[src/rtl/key_switch_conditioner.sv]
// Synchronise, debounce and edge-detect the board keys and slide switches.
// Define KEY_REPEAT_EN to add per-key auto-repeat pulses while a key is held.
module key_switch_conditioner #(
   parameter int KEY_W           = 2,
   parameter int SW_W            = 5,
   parameter int SYNC_STAGES     = 2,
   parameter int DEBOUNCE_CYCLES = 1000000,
   parameter int CNT_W           = 20,
   parameter int REPEAT_DELAY    = 25000000,
   parameter int REPEAT_PERIOD   = 5000000
) (
   input  logic             clk,
   input  logic             reset_n,
   input  logic [KEY_W-1:0] raw_key_n,
   input  logic [SW_W-1:0]  raw_switch,
   output logic [KEY_W-1:0] key,
   output logic [SW_W-1:0]  switch,
   output logic [KEY_W-1:0] key_press_pulse,
   output logic [KEY_W-1:0] key_event,
   input  logic [KEY_W-1:0] key_event_clr
);

   // Keys and switches share one chain; keys idle high (released), switches idle low.
   localparam int N = KEY_W + SW_W;
   localparam logic [N-1:0] RST_VAL = {{SW_W{1'b0}}, {KEY_W{1'b1}}};
   localparam logic [CNT_W-1:0] CNT_LAST = CNT_W'(DEBOUNCE_CYCLES - 1);

   logic [N-1:0]     raw_all;
   logic [N-1:0]     sync_q [SYNC_STAGES];
   logic [N-1:0]     synced;
   logic [N-1:0]     stable_q;
   logic [CNT_W-1:0] cnt_q [N];
   logic [KEY_W-1:0] key_d;
   logic [KEY_W-1:0] rep_fire;

   assign raw_all = {raw_switch, raw_key_n};
   assign synced  = sync_q[SYNC_STAGES-1];

   always_ff @(posedge clk or negedge reset_n) begin
      if (!reset_n) begin
         for (int s = 0; s < SYNC_STAGES; s++) sync_q[s] <= RST_VAL;
      end else begin
         sync_q[0] <= raw_all;
         for (int s = 1; s < SYNC_STAGES; s++) sync_q[s] <= sync_q[s-1];
      end
   end

   always_ff @(posedge clk or negedge reset_n) begin
      if (!reset_n) begin
         stable_q <= RST_VAL;
         for (int i = 0; i < N; i++) cnt_q[i] <= '0;
      end else begin
         for (int i = 0; i < N; i++) begin
            if (synced[i] == stable_q[i]) begin
               cnt_q[i] <= '0;
            end else if (cnt_q[i] == CNT_LAST) begin
               stable_q[i] <= synced[i];
               cnt_q[i]    <= '0;
            end else begin
               cnt_q[i] <= cnt_q[i] + CNT_W'(1);
            end
         end
      end
   end

   // Registered outputs add the final cycle of the SYNC_STAGES+DEBOUNCE_CYCLES latency.
   always_ff @(posedge clk or negedge reset_n) begin
      if (!reset_n) begin
         key             <= '0;
         switch          <= '0;
         key_d           <= '0;
         key_press_pulse <= '0;
         key_event       <= '0;
      end else begin
         key             <= ~stable_q[KEY_W-1:0];
         switch          <= stable_q[N-1:KEY_W];
         key_d           <= key;
         key_press_pulse <= (key & ~key_d) | rep_fire;
         key_event       <= (key_event & ~key_event_clr) | key_press_pulse;
      end
   end

`ifdef KEY_REPEAT_EN
   localparam int REP_MAX = (REPEAT_DELAY > REPEAT_PERIOD) ? REPEAT_DELAY : REPEAT_PERIOD;
   localparam int REP_W   = $clog2(REP_MAX + 1);

   logic [REP_W-1:0] rep_cnt_q [KEY_W];
   logic [KEY_W-1:0] rep_active_q;

   // Down-counter loaded on the press edge; terminal count fires a pulse and reloads the period.
   always_ff @(posedge clk or negedge reset_n) begin
      if (!reset_n) begin
         rep_active_q <= '0;
         for (int i = 0; i < KEY_W; i++) rep_cnt_q[i] <= '0;
      end else begin
         for (int i = 0; i < KEY_W; i++) begin
            if (!key[i]) begin
               rep_active_q[i] <= 1'b0;
               rep_cnt_q[i]    <= '0;
            end else if (!key_d[i]) begin
               rep_active_q[i] <= 1'b1;
               rep_cnt_q[i]    <= REP_W'(REPEAT_DELAY - 1);
            end else if (rep_active_q[i]) begin
               if (rep_cnt_q[i] == '0) rep_cnt_q[i] <= REP_W'(REPEAT_PERIOD - 1);
               else                    rep_cnt_q[i] <= rep_cnt_q[i] - REP_W'(1);
            end
         end
      end
   end

   always_comb begin
      rep_fire = '0;
      for (int i = 0; i < KEY_W; i++)
         rep_fire[i] = rep_active_q[i] & key[i] & key_d[i] & (rep_cnt_q[i] == '0);
   end
`else
   assign rep_fire = '0;
`endif

endmodule

[config.mk]
export PLATFORM = sky130hd
export DESIGN_NAME = key_switch_conditioner
export DESIGN_NICKNAME = d
export VERILOG_FILES = /design/src/rtl/key_switch_conditioner.sv
export SDC_FILE = /design/constraint.sdc
export NUM_CORES = 1
export LEC_CHECK = 0
export ABC_AREA = 1
export ABC_CLOCK_PERIOD_IN_PS = 2900
export CAP_MARGIN = 20
export CORE_UTILIZATION = 69
export CTS_BUF_LIST = sky130_fd_sc_hd__clkbuf_8
export DETAILED_ROUTE_END_ITERATION = 12
export GPL_TIMING_DRIVEN = 0
export PLACE_DENSITY = 0.95
export SETUP_SLACK_MARGIN = 0.15
export SLEW_MARGIN = 10
export SYNTH_ARGS = -nofsm -noshare
export SYNTH_HDL_FRONTEND = slang
export SYNTH_SLANG_ARGS = --single-unit
[constraint.sdc]
create_clock -name clk -period 2.9 [get_ports clk]
set_input_delay 0.435 -clock clk [delete_from_list [all_inputs] [get_ports clk]]
set_output_delay 0.435 -clock clk [all_outputs]
set_load 0.02 [all_outputs]
==> results.rst, run 1 <==
.. list-table::
   :header-rows: 1

   * - Metric
     - Value
   * - Drt pass-1 iters
     - 7
   * - Final critical-path required period
     - approximately 1.9 ns
   * - # rows
     - 41
   * - Post-detailed-placement cell area
     - between 0.009 and 0.01 mm^2
   * - Final weighted congestion of routability-driven global placement
     - around 0.96
   * - Via-to-Cell Ratio
     - ~5.4
   * - Min-Delay Path Class
     - primary input to async pin
   * - Post-Place Cells
     - ~1300
   * - Syn nets
     - 1133
   * - Max-slew violation total from the final report
     - 0
   * - Met1 demand-to-capacity share in global routing
     - 37.1%
   * - WS Path Type
     - register to primary output
   * - Quantity of I/O buffers inserted on ports
     - 21
   * - Met3 track utilization from global routing
     - around 6.3%
   * - Part of the cycle the worst path needs
     - ~66%
   * - Hold buffer count at CTS
     - 0
   * - Post-route worst hold slack
     - 0.0331 ns
   * - Commonest non-fill, non-tap cell in the layout
     - sky130_fd_sc_hd__nor2_1
   * - Multi-input gate area
     - roughly 0.0041 mm^2
   * - Worst setup skew after layout
     - approximately 0.017 ns
   * - Sequential share of the synthesized area
     - 48.6%
   * - Starting density of the core
     - between 70 and 80%
   * - Initial antenna violation count
     - 0
   * - Maximum clock rate
     - between 0.5 and 0.6 GHz
   * - Max-cap check violation count
     - 0
   * - Placeable core area
     - ~0.013 mm^2
   * - Post-Place Setup Slack
     - between 1 and 1.5 ns
   * - IR Drop Worst-Case VDD
     - 0.744 mV
   * - Number of resized instances in the post-cts repair step
     - 0
   * - Clock Pin Slew Worst Setup and Hold Paths
     - approximately 0.090 ns
   * - Aggregate negative setup slack
     - 0 ns
   * - Summed instance area of the synthesized netlist
     - roughly 0.0090 mm^2
   * - Count of unique library cells instantiated by Yosys
     - 34
   * - Clk buf depth
     - 2
   * - TritonCTS Sinks
     - between 150 and 200
   * - Worst reg2reg path endpoint
     - cnt_q[129]$_DFF_PN0_
   * - Met2 track demand over resource
     - 49.0%
   * - Num CTS Buffers
     - 17
   * - Pin count of the biggest net entering global routing
     - between 100 and 150
   * - Clock root cell
     - sky130_fd_sc_hd__clkbuf_8
   * - IO Pins
     - 22
   * - Leak pwr
     - 4.27 nW
   * - Total routing resource utilization after global routing
     - about 29%
   * - Highest-count cells in the layout ignoring fill and taps
     - sky130_fd_sc_hd__nor2_1, sky130_fd_sc_hd__nand2_1, sky130_fd_sc_hd__dfrtp_1
   * - Number of buffers inserted to repair setup after CTS
     - 0
   * - Worst path cell trace
     - clkdlybuf4s50_1
   * - Cell at the slowest stage of the critical path
     - sky130_fd_sc_hd__clkdlybuf4s50_1
   * - Vias in the first global route
     - between 6000 and 7000
   * - Full die area
     - approximately 0.013 mm^2
   * - Final Hold Violating Endpoints
     - 0
   * - Vias
     - 7299
   * - Global route total overflow
     - 0
   * - Vertical die dimension
     - 116 um
   * - Drc violations
     - 0
   * - Sum of net half-perimeters after detailed placement
     - between 10 and 15 mm
   * - Worst EP required
     - 2.47 ns
   * - Final non-filler cell area
     - 0.00989 mm^2
   * - Kind of start point of the critical path
     - register
   * - Kind of end point of the critical path
     - primary output
   * - Post-synthesis register bit count
     - around 170
   * - Detailed Route Iter0 Violations
     - around 540
   * - Synth area leader
     - sky130_fd_sc_hd__dfrtp_1
   * - Register-to-register setup slack
     - about 1.3 ns
   * - Number of nets in the layout
     - 1174
   * - Die Width
     - about 120 um
   * - Relative slew slack
     - 48.6%
   * - Outcome
     - complete, no violations
   * - Global-route wire length before repair
     - 30.8 mm
   * - Mean instance size in the synthesized netlist
     - between 8 and 9 um^2
   * - Crit Path Max Fanout
     - 3
   * - Length in cells of the worst reg-to-reg path
     - 8
   * - Stage delay of the slowest cell on the critical path
     - just over 0.6 ns
   * - Slew at the pin closest to its max-slew limit
     - between 0.7 and 0.8 ns
   * - Worst setup slack after layout
     - a little under 1 ns
   * - Pwr dens
     - roughly 460 mW/mm^2
   * - Endpoint arrival time on the critical path
     - 1.48 ns
   * - Clock insertion delay at the later pin of the skew report
     - 0.46 ns
   * - Setup repair after global routing missed its margin
     - no
   * - Layout cell share with drive strength beyond 1
     - about a tenth
   * - Final setup violation count
     - 0
   * - Number of antenna-violating nets in the routed design
     - 0
   * - Filler cell count
     - slightly above 800
   * - Number of buffers and inverters on the critical path
     - 1
   * - CP delay by family, top
     - buffers and inverters
   * - P&R area growth vs syn
     - 10.3%
   * - Post-Layout Cell Count
     - about 1300
   * - Synth warnings
     - 0
   * - Sequential cell area
     - 0.00436 mm^2
   * - Gate count after technology mapping
     - around 1100
   * - Layer carrying the most global-route usage
     - met2
   * - ANT cells
     - 0
   * - Total routed wirelength
     - roughly 18 mm
   * - Reg-to-reg startpoint
     - cnt_q[120]$_DFF_PN0_
   * - TritonCTS clock tree
     - done
   * - Number of H-tree levels
     - 4
   * - Average wire per standard cell
     - ~13 um
   * - Leading post-synthesis cells by cell area
     - sky130_fd_sc_hd__dfrtp_1, sky130_fd_sc_hd__nor2_1, sky130_fd_sc_hd__nand2_1
   * - Area share of the largest cell type after synthesis
     - a little under half
per-layer routing:
layer | up-vias | share of wire (%) | wire, um
li1 | 3575 | - | -
met1 | 3428 | 42 | 7400
met2 | 244 | 50 | 8840
met4 | 0 | 2.2 | 384
met3 | 52 | 5.3 | 939
met5 | - | 0 | 0
power by group:
| group | internal, mW | total (mW) | switching, mW |
|---|---|---|---|
| Clock | 1.04 | 1.94 | 0.898 |
| Sequential | 2.46 | 2.49 | 0.0275 |
| Combinational | 0.0523 | 0.168 | 0.116 |
final cells by class:
type	instances	share of cell area, %
Sequential cell	174	44.1
Multi-Input combinational cell	817	41.8
Inverter	122	4.66
Timing Repair Buffer	22	2.45
Clock buffer	17	2.37
Clock inverter	15	2.34
Tap cell	172	2.18
Buffer	2	0.101
logic make-up (layout without fill, tap and decap cells):
family	after synthesis	count (layout)	share of synthesized area, %
XOR/XNOR	74	74	7.86
flip-flops	174	174	48.6
buffers and inverters	124	178	5.25
AND/OR/NAND/NOR	697	697	34.9
adder cells (fa/ha/maj)	7	7	0.977
AO/OA/AOI/OAI	39	39	2.40
worst max path at each step:
stage / from / depth (start not counted) / slack (ns) / to
floorplan: cnt_q[120]$_DFF_PN0_ / 8 / 1.57 / cnt_q[138]$_DFF_PN0_
global placement: reset_n / 1 / -5.48 / cnt_q[115]$_DFF_PN0_
detailed placement: cnt_q[120]$_DFF_PN0_ / 8 / 1.34 / cnt_q[123]$_DFF_PN0_
CTS: key[1]$_DFF_PN0_ / 1 / 0.95 / key[1]
global route: key[0]$_DFF_PN0_ / 1 / 0.93 / key[0]
finish: key[1]$_DFF_PN0_ / 1 / 0.99 / key[1]
per-stage QoR:
stage	utilization, %	power [mW]
floorplan	-	2.61
global placement	74.1	2.69
detailed placement	74.4	2.70
CTS	78.1	4.63
global route	78.1	4.76
finish	78.1	4.60
cell usage after synthesis:
master                     count
sky130_fd_sc_hd__nand2_1     193
sky130_fd_sc_hd__o21ai_1       3
sky130_fd_sc_hd__xnor2_2       1
sky130_fd_sc_hd__and2_1        2
sky130_fd_sc_hd__nor2_4       13
sky130_fd_sc_hd__nor2_1      298
sky130_fd_sc_hd__nor3b_1       3
sky130_fd_sc_hd__inv_1       112
sky130_fd_sc_hd__nand3_2      13
sky130_fd_sc_hd__xor2_2        4
sky130_fd_sc_hd__nand3b_1      4
sky130_fd_sc_hd__nand3_1     103
sky130_fd_sc_hd__buf_2         2
sky130_fd_sc_hd__inv_2         9
sky130_fd_sc_hd__dfstp_2       6
sky130_fd_sc_hd__nor3b_2       1
sky130_fd_sc_hd__o21bai_1      6
sky130_fd_sc_hd__a31oi_1       1
sky130_fd_sc_hd__nor3_2        1
sky130_fd_sc_hd__xor2_4        1
sky130_fd_sc_hd__ha_1          7
sky130_fd_sc_hd__nand2_2      16
sky130_fd_sc_hd__nor2_2       16
sky130_fd_sc_hd__nor4_1        2
sky130_fd_sc_hd__nor3_1       18
sky130_fd_sc_hd__nand4_1      11
sky130_fd_sc_hd__a21oi_2       1
sky130_fd_sc_hd__xnor2_1      22
sky130_fd_sc_hd__a21oi_1      18
sky130_fd_sc_hd__o21ai_0      10
sky130_fd_sc_hd__nand2_4       3
sky130_fd_sc_hd__dfrtp_1     168
sky130_fd_sc_hd__xor2_1       46
sky130_fd_sc_hd__inv_4         1
state kept, by name (all words and copies together), names as in the netlist:
| signal | cells |
|---|---|
| cnt_q | 140 |
| stable_q | 7 |
| sync_q | 7 |
| synced | 7 |
| switch | 5 |
| key | 2 |
| key_d | 2 |
| key_event | 2 |
| key_press_pulse | 2 |
Note: power is estimated with default switching activity, not from simulation.
==> inputs of run 2 (changes only) <==
ABC_CLOCK_PERIOD_IN_PS = 2000   (was 2900)
CORE_UTILIZATION = 64   (was 69)
PLACE_DENSITY = 0.92   (was 0.95)
clock period = 2 ns   (was 2.9 ns; I/O delays follow)
==> results.rst, run 2 (synthesis results as in run 1) <==
.. list-table::
   :header-rows: 1

   * - Metric
     - Value
   * - Total routing resource utilization after global routing
     - 28.7% (-0.39 points)
   * - Drt pass-1 iters
     - 7 (unchanged)
   * - Detailed Route Iter0 Violations
     - 656 (+22%)
   * - Worst path cell trace
     - clkdlybuf4s50_1
   * - Final critical-path required period
     - 1.79 ns
   * - Worst reg2reg path endpoint
     - cnt_q[106]$_DFF_PN0_
   * - Outcome
     - complete, no violations
   * - # rows
     - 42 (+2.4%)
   * - Clk buf depth
     - 2 (unchanged)
   * - Number of cells on the critical path
     - 1 (unchanged)
   * - Relative slew slack
     - 64.6% (+16 points)
   * - Setup repair after global routing missed its margin
     - no
   * - Maximum clock rate
     - around 0.56 GHz
   * - Max-slew violation total from the final report
     - 0 (unchanged)
   * - Layout Utilization
     - 73.4% (-4.7 points)
   * - Crit Path Max Fanout
     - 3 (unchanged)
   * - Initial antenna violation count
     - 0 (unchanged)
   * - IR Drop Worst-Case VDD
     - 0.690 mV (-7.2%)
   * - CP delay by family, top
     - buffers and inverters
   * - Final weighted congestion of routability-driven global placement
     - 0.923 (-4.1%)
   * - Vertical die dimension
     - 120 um (+3.8%)
   * - Leak pwr
     - 4.24 nW (-0.71%)
   * - Die Width
     - 120 um (+3.8%)
   * - WS Path Type
     - register to primary output
   * - Hold path startpoint
     - raw_key_n[1]
   * - Met3 WL post-DR
     - 926 um (-1.4%)
   * - Clock insertion delay at the later pin of the skew report
     - 0.47 ns (about the same)
   * - Via-to-Cell Ratio
     - 5.46 (+0.27%)
   * - P&R area growth vs syn
     - 10.1%
   * - CP Launch Point
     - key[0]$_DFF_PN0_
   * - Drc violations
     - 0 (unchanged)
   * - Number of H-tree levels
     - 4 (unchanged)
   * - Vias in the first global route
     - 7224 (+3.4%)
   * - Reg-to-reg startpoint
     - cnt_q[100]$_DFF_PN0_
   * - Pwr dens
     - 657 mW/mm^2 (+41%)
   * - TritonCTS Sinks
     - 174 (unchanged)
   * - TritonCTS clock tree
     - done
   * - Endpoint arrival time on the critical path
     - 1.49 ns (about the same)
   * - Quantity of I/O buffers inserted on ports
     - 21 (unchanged)
   * - Cell at the slowest stage of the critical path
     - sky130_fd_sc_hd__clkdlybuf4s50_1
   * - Final non-filler cell area
     - 0.00987 mm^2 (-0.16%)
   * - Vias
     - 7346 (+0.64%)
   * - Crit path to
     - key[0]
   * - Max-cap check violation count
     - 0 (unchanged)
   * - IO Pins
     - 22 (unchanged)
   * - Clock Pin Slew Worst Setup and Hold Paths
     - 0.09 ns (about the same)
   * - Post-detailed-placement cell area
     - 0.00943 mm^2 (about the same)
   * - Post-Layout Cell Count
     - 1346 (+0.37%)
   * - ANT cells
     - 0 (unchanged)
   * - Commonest non-fill, non-tap cell in the layout
     - sky130_fd_sc_hd__nor2_1
   * - Highest-count cells in the layout ignoring fill and taps
     - sky130_fd_sc_hd__nor2_1, sky130_fd_sc_hd__nand2_1, sky130_fd_sc_hd__dfrtp_1
   * - Layout cell share with drive strength beyond 1
     - 10.4% (+0.077 points)
   * - Stage delay of the slowest cell on the critical path
     - 0.62 ns (about the same)
   * - Max FFs per register
     - 140 (unchanged)
   * - Total routed wirelength
     - 18.7 mm (+6.7%)
   * - Kind of start point of the critical path
     - register
   * - Number of nets in the layout
     - 1175 (+0.085%)
   * - Number of buffers and inverters on the critical path
     - 1 (unchanged)
   * - Number of antenna-violating nets in the routed design
     - 0 (unchanged)
   * - Global route total overflow
     - 0 (unchanged)
   * - Final Hold Violating Endpoints
     - 0 (unchanged)
   * - Worst setup skew after layout
     - 0.0130 ns (-0.00451 ns)
   * - Full die area
     - 0.0145 mm^2 (+7.7%)
   * - Kind of end point of the critical path
     - primary output
   * - Starting density of the core
     - 66.7% (-4.1 points)
   * - Sum of net half-perimeters after detailed placement
     - 12.8 mm (+6.0%)
   * - Slew at the pin closest to its max-slew limit
     - 0.531 ns (-0.239 ns)
   * - Length in cells of the worst reg-to-reg path
     - 8 (unchanged)
   * - Placeable core area
     - 0.0135 mm^2 (+6.2%)
   * - Register-to-register setup slack
     - 0.32 ns (-0.99 ns)
   * - Global-route wire length before repair
     - 33.0 mm (+7.2%)
   * - Clock root cell
     - sky130_fd_sc_hd__clkbuf_8
   * - Final setup violation count
     - 0 (unchanged)
   * - WL met2
     - 9.30 mm (+5.2%)
   * - Worst EP required
     - 1.70 ns (-0.77 ns)
   * - Min-Delay Path Class
     - primary input to register
   * - Part of the cycle the worst path needs
     - roughly nine tenths
   * - Post-Place Cells
     - 1313 (+0.31%)
   * - Metal1 wirelength
     - 7.95 mm (+7.4%)
   * - Post-route worst hold slack
     - 0.231 ns (+0.197 ns)
   * - Largest Register
     - cnt_q
   * - Uppermost layer routed
     - met4
   * - Pin count of the biggest net entering global routing
     - 105 (-3.7%)
   * - Average wire per standard cell
     - 13.9 um (+6.3%)
   * - Num CTS Buffers
     - 17 (unchanged)
run 2: cell types whose count changed in the layout (fill, tap and decap cells not counted), moves of 2 or more:
cell,previous run,this run
sky130_fd_sc_hd__bufinv_16,5,3
sky130_fd_sc_hd__inv_6,6,4
sky130_fd_sc_hd__clkinvlp_4,0,4
sky130_fd_sc_hd__inv_8,1,3
run 2: stage by stage:
step | setup TNS (ns) | worst slack [ns] | total power [mW]
2_1_floorplan | 0 | 0.668 | 3.79
3_5_place_dp | 0 | 0.419 | 3.92
6_report | 0 | 0.206 | 6.49
3_3_place_gp | -1066.54 | -6.22 | 3.90
4_1_cts | 0 | 0.168 | 6.53
5_1_grt | 0 | 0.165 | 6.71
run 2: cell type report:
class / instances / area [um^2]
Sequential cell: 174 / 4360
Timing Repair Buffer: 23 / 255
Tap cell: 176 / 220
Multi-Input combinational cell: 817 / 4140
Clock buffer: 17 / 234
Inverter: 122 / 460
Clock inverter: 15 / 198
Fill cell: 986 / 3580
Buffer: 2 / 10.0
run 2: power by group:
group / leakage, nW / switching [mW] / internal [mW]
Combinational: 1.69 / 0.172 / 0.0769
Sequential: 2.35 / 0.0424 / 3.57
Clock: 0.206 / 1.35 / 1.28
Total: 4.24 / 1.57 / 4.92
run 2: per-layer routing:
metal	vias to the layer above	GRT usage, %
met5	-	0
met4	0	12.6
met3	65	5.09
met2	255	47.3
met1	3453	37.5
li1	3573	-
run 2: how the worst min path moves through the flow:
stage,slack [ns],depth (start not counted),end
finish,0.23,1,sync_q[8]$_DFF_PN1_
global route,0.22,1,sync_q[8]$_DFF_PN1_
CTS,0.21,1,sync_q[8]$_DFF_PN1_
detailed placement,0.29,1,cnt_q[32]$_DFF_PN0_
global placement,0.33,0,synced[6]$_DFF_PN0_
floorplan,0.004,0,cnt_q[0]$_DFF_PN0_
run 2: what timing repair did:
item,4_1_cts,5_1_grt
buffers inserted,0,0
hold buffers,1,0
setup endpoints to repair,0,1
endpoints found under the hold margin,70,0
gates resized for setup,0,1
